<file path="config.mk">
export PLATFORM = sky130hd
export DESIGN_NAME = multi_hit_encoder
export DESIGN_NICKNAME = d
export VERILOG_FILES = /design/src/rtl/multi_hit_encoder.sv
export SDC_FILE = /design/constraint.sdc
export NUM_CORES = 1
export LEC_CHECK = 0
export ABC_AREA = 1
export BUFFER_PORTS_ARGS = -buffer_cell sky130_fd_sc_hd__buf_2
export CAP_MARGIN = 20
export CORE_MARGIN = 2
export CORE_UTILIZATION = 46
export DETAILED_ROUTE_END_ITERATION = 7
export GPL_TIMING_DRIVEN = 0
export PLACE_DENSITY = 0.8
export SLEW_MARGIN = 20
export SYNTH_ARGS = -nofsm -noshare
export SYNTH_HDL_FRONTEND = slang
export SYNTH_SLANG_ARGS = --single-unit
</file>
<file path="constraint.sdc">
create_clock -name clk -period 1.15 [get_ports clk]
set_input_delay 0.0575 -clock clk [delete_from_list [all_inputs] [get_ports clk]]
set_output_delay 0.0575 -clock clk [all_outputs]
set_load 0.01 [all_outputs]
</file>
<file path="src/rtl/multi_hit_encoder.sv">
// multi_hit_encoder
//
// Clocked multi-hit priority encoder. A request vector is captured through a
// valid/ready handshake and every set bit is then emitted as an index, one
// per output transfer, in priority order. The final index of a vector carries
// out_last. An accepted all-zero vector produces a one-cycle `none` pulse
// instead of any output transfer.
//
// Parameters
//   N          request vector width (N >= 1)
//   HIGH_FIRST 1: highest-numbered set bit first, 0: lowest-numbered first
//   W          index width, clog2(N) (1 when N == 1), derived
//
// Ports
//   clk        system clock, rising edge
//   rst        asynchronous active-high reset
//   in_valid   req is valid this cycle
//   in_ready   block can accept a new vector (IDLE and not in reset)
//   req        request vector, bit i set = hit at index i
//   out_valid  idx/out_last hold a valid hit
//   out_ready  consumer accepts the current hit
//   idx        index of the current hit, 0 when out_valid is low
//   out_last   current hit is the last set bit of the captured vector
//   none       one-cycle pulse after an all-zero vector was accepted
//
// States
//   state | meaning
//   IDLE  | waiting for a vector, in_ready high
//   BUSY  | emitting the set bits of pending_q, out_valid high

module multi_hit_encoder #(
  parameter int unsigned N          = 8,
  parameter bit          HIGH_FIRST = 1'b1,
  localparam int unsigned W         = (N > 1) ? $clog2(N) : 1
) (
  input  logic         clk,
  input  logic         rst,
  input  logic         in_valid,
  output logic         in_ready,
  input  logic [N-1:0] req,
  output logic         out_valid,
  input  logic         out_ready,
  output logic [W-1:0] idx,
  output logic         out_last,
  output logic         none
);

  typedef enum logic {
    IDLE = 1'b0,
    BUSY = 1'b1
  } state_t;

  state_t         state_q, state_d;
  logic [N-1:0]   pending_q, pending_d;
  logic           none_q, none_d;

  logic [W-1:0]   sel_idx;
  logic [N-1:0]   sel_mask;
  logic           single_bit;

  // Priority select over the registered pending vector only, so idx and
  // out_last never depend on live inputs and stay stable during a stall.
  // The winning bit is the last one visited by the scan.
  always_comb begin
    sel_idx  = '0;
    sel_mask = '0;
    if (HIGH_FIRST) begin
      for (int i = 0; i < int'(N); i++) begin
        if (pending_q[i]) begin
          sel_idx     = W'(i);
          sel_mask    = '0;
          sel_mask[i] = 1'b1;
        end
      end
    end else begin
      for (int i = int'(N) - 1; i >= 0; i--) begin
        if (pending_q[i]) begin
          sel_idx     = W'(i);
          sel_mask    = '0;
          sel_mask[i] = 1'b1;
        end
      end
    end
  end

  // Exactly one bit set: clearing the lowest set bit leaves nothing.
  // pending_q is never zero while BUSY, so the zero case needs no guard here.
  assign single_bit = ((pending_q & (pending_q - N'(1))) == '0);

  always_comb begin
    state_d   = state_q;
    pending_d = pending_q;
    none_d    = 1'b0;
    unique case (state_q)
      IDLE: begin
        if (in_valid) begin
          if (req != '0) begin
            pending_d = req;
            state_d   = BUSY;
          end else begin
            none_d = 1'b1;
          end
        end
      end
      BUSY: begin
        if (out_ready) begin
          pending_d = pending_q & ~sel_mask;
          if (single_bit) begin
            pending_d = '0;
            state_d   = IDLE;
          end
        end
      end
      default: begin
        state_d   = IDLE;
        pending_d = '0;
      end
    endcase
  end

  always_ff @(posedge clk or posedge rst) begin
    if (rst) begin
      state_q   <= IDLE;
      pending_q <= '0;
      none_q    <= 1'b0;
    end else begin
      state_q   <= state_d;
      pending_q <= pending_d;
      none_q    <= none_d;
    end
  end

  // Gating with rst keeps in_ready low for the whole reset, not only until
  // the first edge after it.
  assign in_ready  = (state_q == IDLE) & ~rst;
  assign out_valid = (state_q == BUSY);
  assign idx       = out_valid ? sel_idx : '0;
  assign out_last  = out_valid & single_bit;
  assign none      = none_q;

endmodule
</file>
Word-level counts from Yosys, hierarchy flattened
Cells that the tools add are included.
- flip-flop bits (word level): 10
- output and inout bits: 7
- word-level logic and storage cells: 46
- add/sub/neg operators: 1
- equality and inequality tests: 3
- muxes and demuxes: 29
- bitwise logic cells: 7
- reductions and logical operators: 3
- operator list (cell ; count):
    two-way mux 8 bit ; 10
    two-way mux 3 bit ; 7
    bitwise AND 8 bit ; 2
    one-hot mux 8 bit (2 select lines) ; 1
    two-way mux 1 bit ; 9
    zero test 8 bit ; 1
    NOT 8 bit ; 1
    nonzero test 8 bit ; 1
    subtractor 8 x 1 -> 8 bit (second input constant) ; 1
    inequality test 2 bit (second input constant) ; 3
    AND reduction 3 bit ; 1
    bitwise AND 1 bit ; 2
    two-way mux 2 bit ; 1
    NOT 1 bit ; 2
    one-hot mux 1 bit (2 select lines) ; 1

Logic depth before layout (Yosys ltp)
- word-level depth: 13
- depth in mapped cells: 9
- gate-level depth less buffers: 8

Worst setup path before layout
No wires, ideal clock.
- kind: flip-flop to flip-flop
- start point: reg state_q (netlist: out_valid)
- end point: reg pending_q[5]
- library setup time: 0.074 ns
- data arrival time: 1.088 ns
- required time: 1.076 ns
- setup slack: -0.011 ns
- stages on the path, launching flop included: 8
- path buffers: 2
- clock period less this slack: 1.161 ns
- path through: dfrtp_1 > buf_2 > inv_2 > nand3_4 > nand2_4 > buf_6 > nand2_2 > o21ai_2
- word-level cells in the longest chain between the ends: 3
- ends and longest elaborated chain (item ; RTL line ; text):
    from (decl) ; 53 ; state_t state_q, state_d;
    from (signal assigned) ; 127 ; state_q <= state_d;
    NOT 1 bit ; -- ;
    inequality test 2 bit (no source line) ; -- ;
    AND reduction 3 bit (no source line) ; -- ;
    to (signal assigned) ; 128 ; pending_q <= pending_d;
    to (decl) ; 54 ; logic [N-1:0] pending_q, pending_d;
Several ways; a longest one is shown, not always the timed one.
A chain may end at the register's enable or synchronous reset.

Final worst setup path
- start point: reg pending_q[4]
- end point: out out_last
- word-level cells in the longest chain between the ends: 4
- ends and longest elaborated chain (item ; RTL line ; text):
    subtractor 8 x 1 -> 8 bit ; 88 ; assign single_bit = ((pending_q & (pending_q - N'(1))) == '0);
    bitwise AND 8 bit (*) ; 88 ;
    zero test 8 bit (*) ; 88 ;
    bitwise AND 1 bit (*) ; 138 ; assign out_last = out_valid & single_bit;
    to (decl) ; 44 ; output logic out_last,
Every way passes the cells marked *; elsewhere a longest branch is shown, timed or not.

==> results.py <==
metrics = {
    "status": {
        "run_status": "finished, violations left",
        "violations": "setup timing",
    },
    "clocking": {
        "cts_max_level": 1,
        "clk_latency_ps": 270,
        "path_clk_slew_ps": 70,
        "clockBufferDepth": 2,
        "cts_root_buf": "clkbuf_4",
        "cts_tree": "done",
        "cts_inserted_buffers": 3,
        "cts.sinks": 10,
    },
    "setup_path": {
        "cp_top_family": "simple AND/OR/NAND/NOR gates",
        "cp_num_buf_inv": 1,
        "arrival_ps": 1520,
        "path_cells": "nor2_4, nand3_2, nor2_1, nor2_1, nor2_1, nand2_1, nor2_1, buf_2",
        "cp.required_ps": 1090,
        "crit_fanout": 3,
        "timing.rr.start": "pending_q[5]",
        "cp_slowest_cell": "dfrtp_2",
        "ff2ff_setup_slack_ps": -350,
        "crit_top_cell": "nor2_1",
        "critPathKind": "flop to output port",
        "critPathLaunchType": "flop",
        "max_stage_delay_ps": 440,
        "reg2reg_to": "out_valid",
        "setup.worst_path.start": "pending_q[4]",
        "end_kind": "output port",
        "reg2reg_depth": 10,
    },
    "final_layout": {
        "layout_commonest_cell": "nand2_1",
        "area_growth_pct": 56.1,
        "antenna_cells": 0,
        "fillers": 99,
        "final_cell_mix": "nand2_1 (24), buf_4 (20), buf_2 (18)",
        "fin_util_pct": 78.3,
        "nNetsFinal": 178,
        "drive_gt1_share_pct": 49.7,
    },
    "timing": {
        "setup_viol": 12,
        "worst_pin_slew_ps": 426,
        "fin_worst_skew_ps": 7.84,
        "rsz0062_at_grt": "yes",
        "relSlewSlack_pct": 71.6,
        "max_clock_freq_ghz": 0.635,
        "setup_slack_ps": -426,
        "slew_viol_final": 0,
        "min_period_over_period_pct": 137,
        "finalHoldViolCount": 0,
        "period_needed_ps": 1580,
    },
    "grt": {
        "grt_max_degree": 11,
        "grtUsageTotal_pct": 27.2,
        "grt_pass1_wl_mm": 3.95,
        "grt_pass1_vias": 928,
        "grt.overflow.total": 0,
        "antenna_found_initial": 0,
    },
    "worst_hold_path": {
        "holdCritStartpoint": "in_valid",
        "hp-class": "primary input to flop",
        "min_to": "none",
        "hold_depth": 3,
    },
    "place": {
        "place.gp.congestion": 0.854,
        "port_buffers": 18,
        "place_ws_ps": -162,
        "dp.final_hpwl_mm": 1.39,
    },
    "route": {
        "routed_wl_mm": 2.77,
        "wl_per_cell_um": 15.3,
        "drtIter0Drc": 72,
        "postRouteAntennaNets": 0,
        "drc": 0,
        "vias_per_cell": 5.68,
        "dr.pass1.iters": 4,
        "via_count": 1028,
    },
    "synthesis": {
        "synth_nets": 129,
        "synth-xor-area-share_pct": 0,
        "yosysWarnings": 0,
        "ys_seq_elements": 10,
        "synth_compound_area_share_pct": 16.7,
        "yosysSeqAreaShare_pct": 32.4,
        "yosys.area_share.simple_pct": 38.5,
        "synth_top_family_by_area": "simple AND/OR/NAND/NOR gates",
        "muxShareOfSynthArea_pct": 0,
        "synth_area_um2": 773,
        "ys_types": 18,
        "avgSynthCellArea_um2": 6.61,
        "syn_inst": 117,
        "synthAdderAreaFrac_pct": 0,
    },
    "die": {
        "initial_utilization_pct": 50.2,
        "dieArea_um2": 2030,
        "io_pins": 19,
        "core_region_area_um2": 1540,
        "die_h_um": 45,
        "placementRows": 14,
        "die_w_um": 45,
    },
    "pwr": {
        "combPwrFrac_pct": 72.0,
        "power.leakage_nw": 0.634,
        "clockPowerShare_pct": 8.9,
        "p_total_mw": 3.65,
        "p_switching_mw": 1.71,
        "internal_power_mw": 1.94,
        "power.density_nw_per_um2": 3020,
        "p_sw_share_pct": 47.0,
        "ir_drop_v": 0.00159,
        "seq_power_share_pct": 19.1,
    },
    "job": {
        "drv_cap": 0,
    },
}
[sequential cells by signal (all words and copies together), names as in the netlist]
| signal | flops |
|---|---|
| none | 1 |
| pending_q | 8 |
| out_valid | 1 |
[cell families after synthesis]
kind of cell / Yosys count
AO/OA/AOI/OAI: 21
buffers and inverters: 23
AND/OR/NAND/NOR: 63
flip-flops: 10
[worst max-delay path by stage]
stage,endpoint,cells after the start
final,out_last,8
after global routing,out_last,8
after CTS,out_last,8
after detailed placement,out_valid,8
after global placement,out_valid,8
after floorplan,out_valid,8
[worst reg2reg max path: stages, from the launching register on]
cell and delay [ps]:
dfrtp_1 430, inv_2 110, nand2_1 80, nand2_1 100
o211ai_1 100, nor2_1 150, buf_4 140, buf_4 100
nand3_1 70, nand2_1 70, nand2_1 50
[Yosys cell counts]
library cell   n  share of area, %
nand2_1       24                12
inv_1         17               8.3
nor2_1        14               6.8
nand3_1       13               8.4
dfrtp_1       10                32
o21ai_0        8               5.2
a21oi_1        6               3.9
o21ai_2        5               5.7
nand4_1        4               3.2
inv_2          3               1.5
nor2_2         3               2.4
buf_2          2               1.3
nand2_2        2               1.6
o211ai_1       2               1.9
buf_6          1               1.5
nand2_4        1               1.5
nand3_4        1               2.3
nor3_1         1              0.65
[repair_timing]
item	CTS	global route
buffers inserted	17	10
gates resized for setup	22	16
endpoints found under the hold margin	10	0
setup endpoints to repair	14	14
hold buffers	1	0
pin swaps	6	15
[stage by stage]
stage	hold slack, ps	std cells	cell area [um2]	TNS (ps)
6_report	40.3	181	1210	-2460
2_1_floorplan	-102	117	776	0
3_3_place_gp	61.7	151	886	-493
5_1_grt	72.6	181	1210	-3200
3_5_place_dp	78.6	151	886	-608
4_1_cts	40.3	172	1120	-1870
[layout make-up]
type	instances	area (um2)	area share, %
multi-input combinational	84	475	39.4
timing repair buffer	45	322	26.6
sequential	10	255	21.1
inverter	20	80.1	6.63
clock buffer	4	36.3	3.01
tap	16	20.0	1.66
buffer	2	18.8	1.55
[routing by layer]
layer / part of all wire (%) / vias up / track usage (%)
met3: 9.1 / 15 / 4.00
met5: 0 / - / 0
met1: 39 / 464 / 35.1
li1: - / 475 / -
met4: 4.0 / 0 / 17.1
met2: 48 / 74 / 42.6
[power by group through the flow]
stage | logic (mW) | clock network (mW) | registers [mW]
after detailed placement | 1.49 | 0 | 0.662
after global routing | 2.83 | 0.338 | 0.706
final | 2.63 | 0.324 | 0.697
after global placement | 1.47 | 0 | 0.658
after floorplan | 1.15 | 0 | 0.627
after CTS | 2.15 | 0.325 | 0.665
No activity file was read; power rests on OpenSTA's default activity.
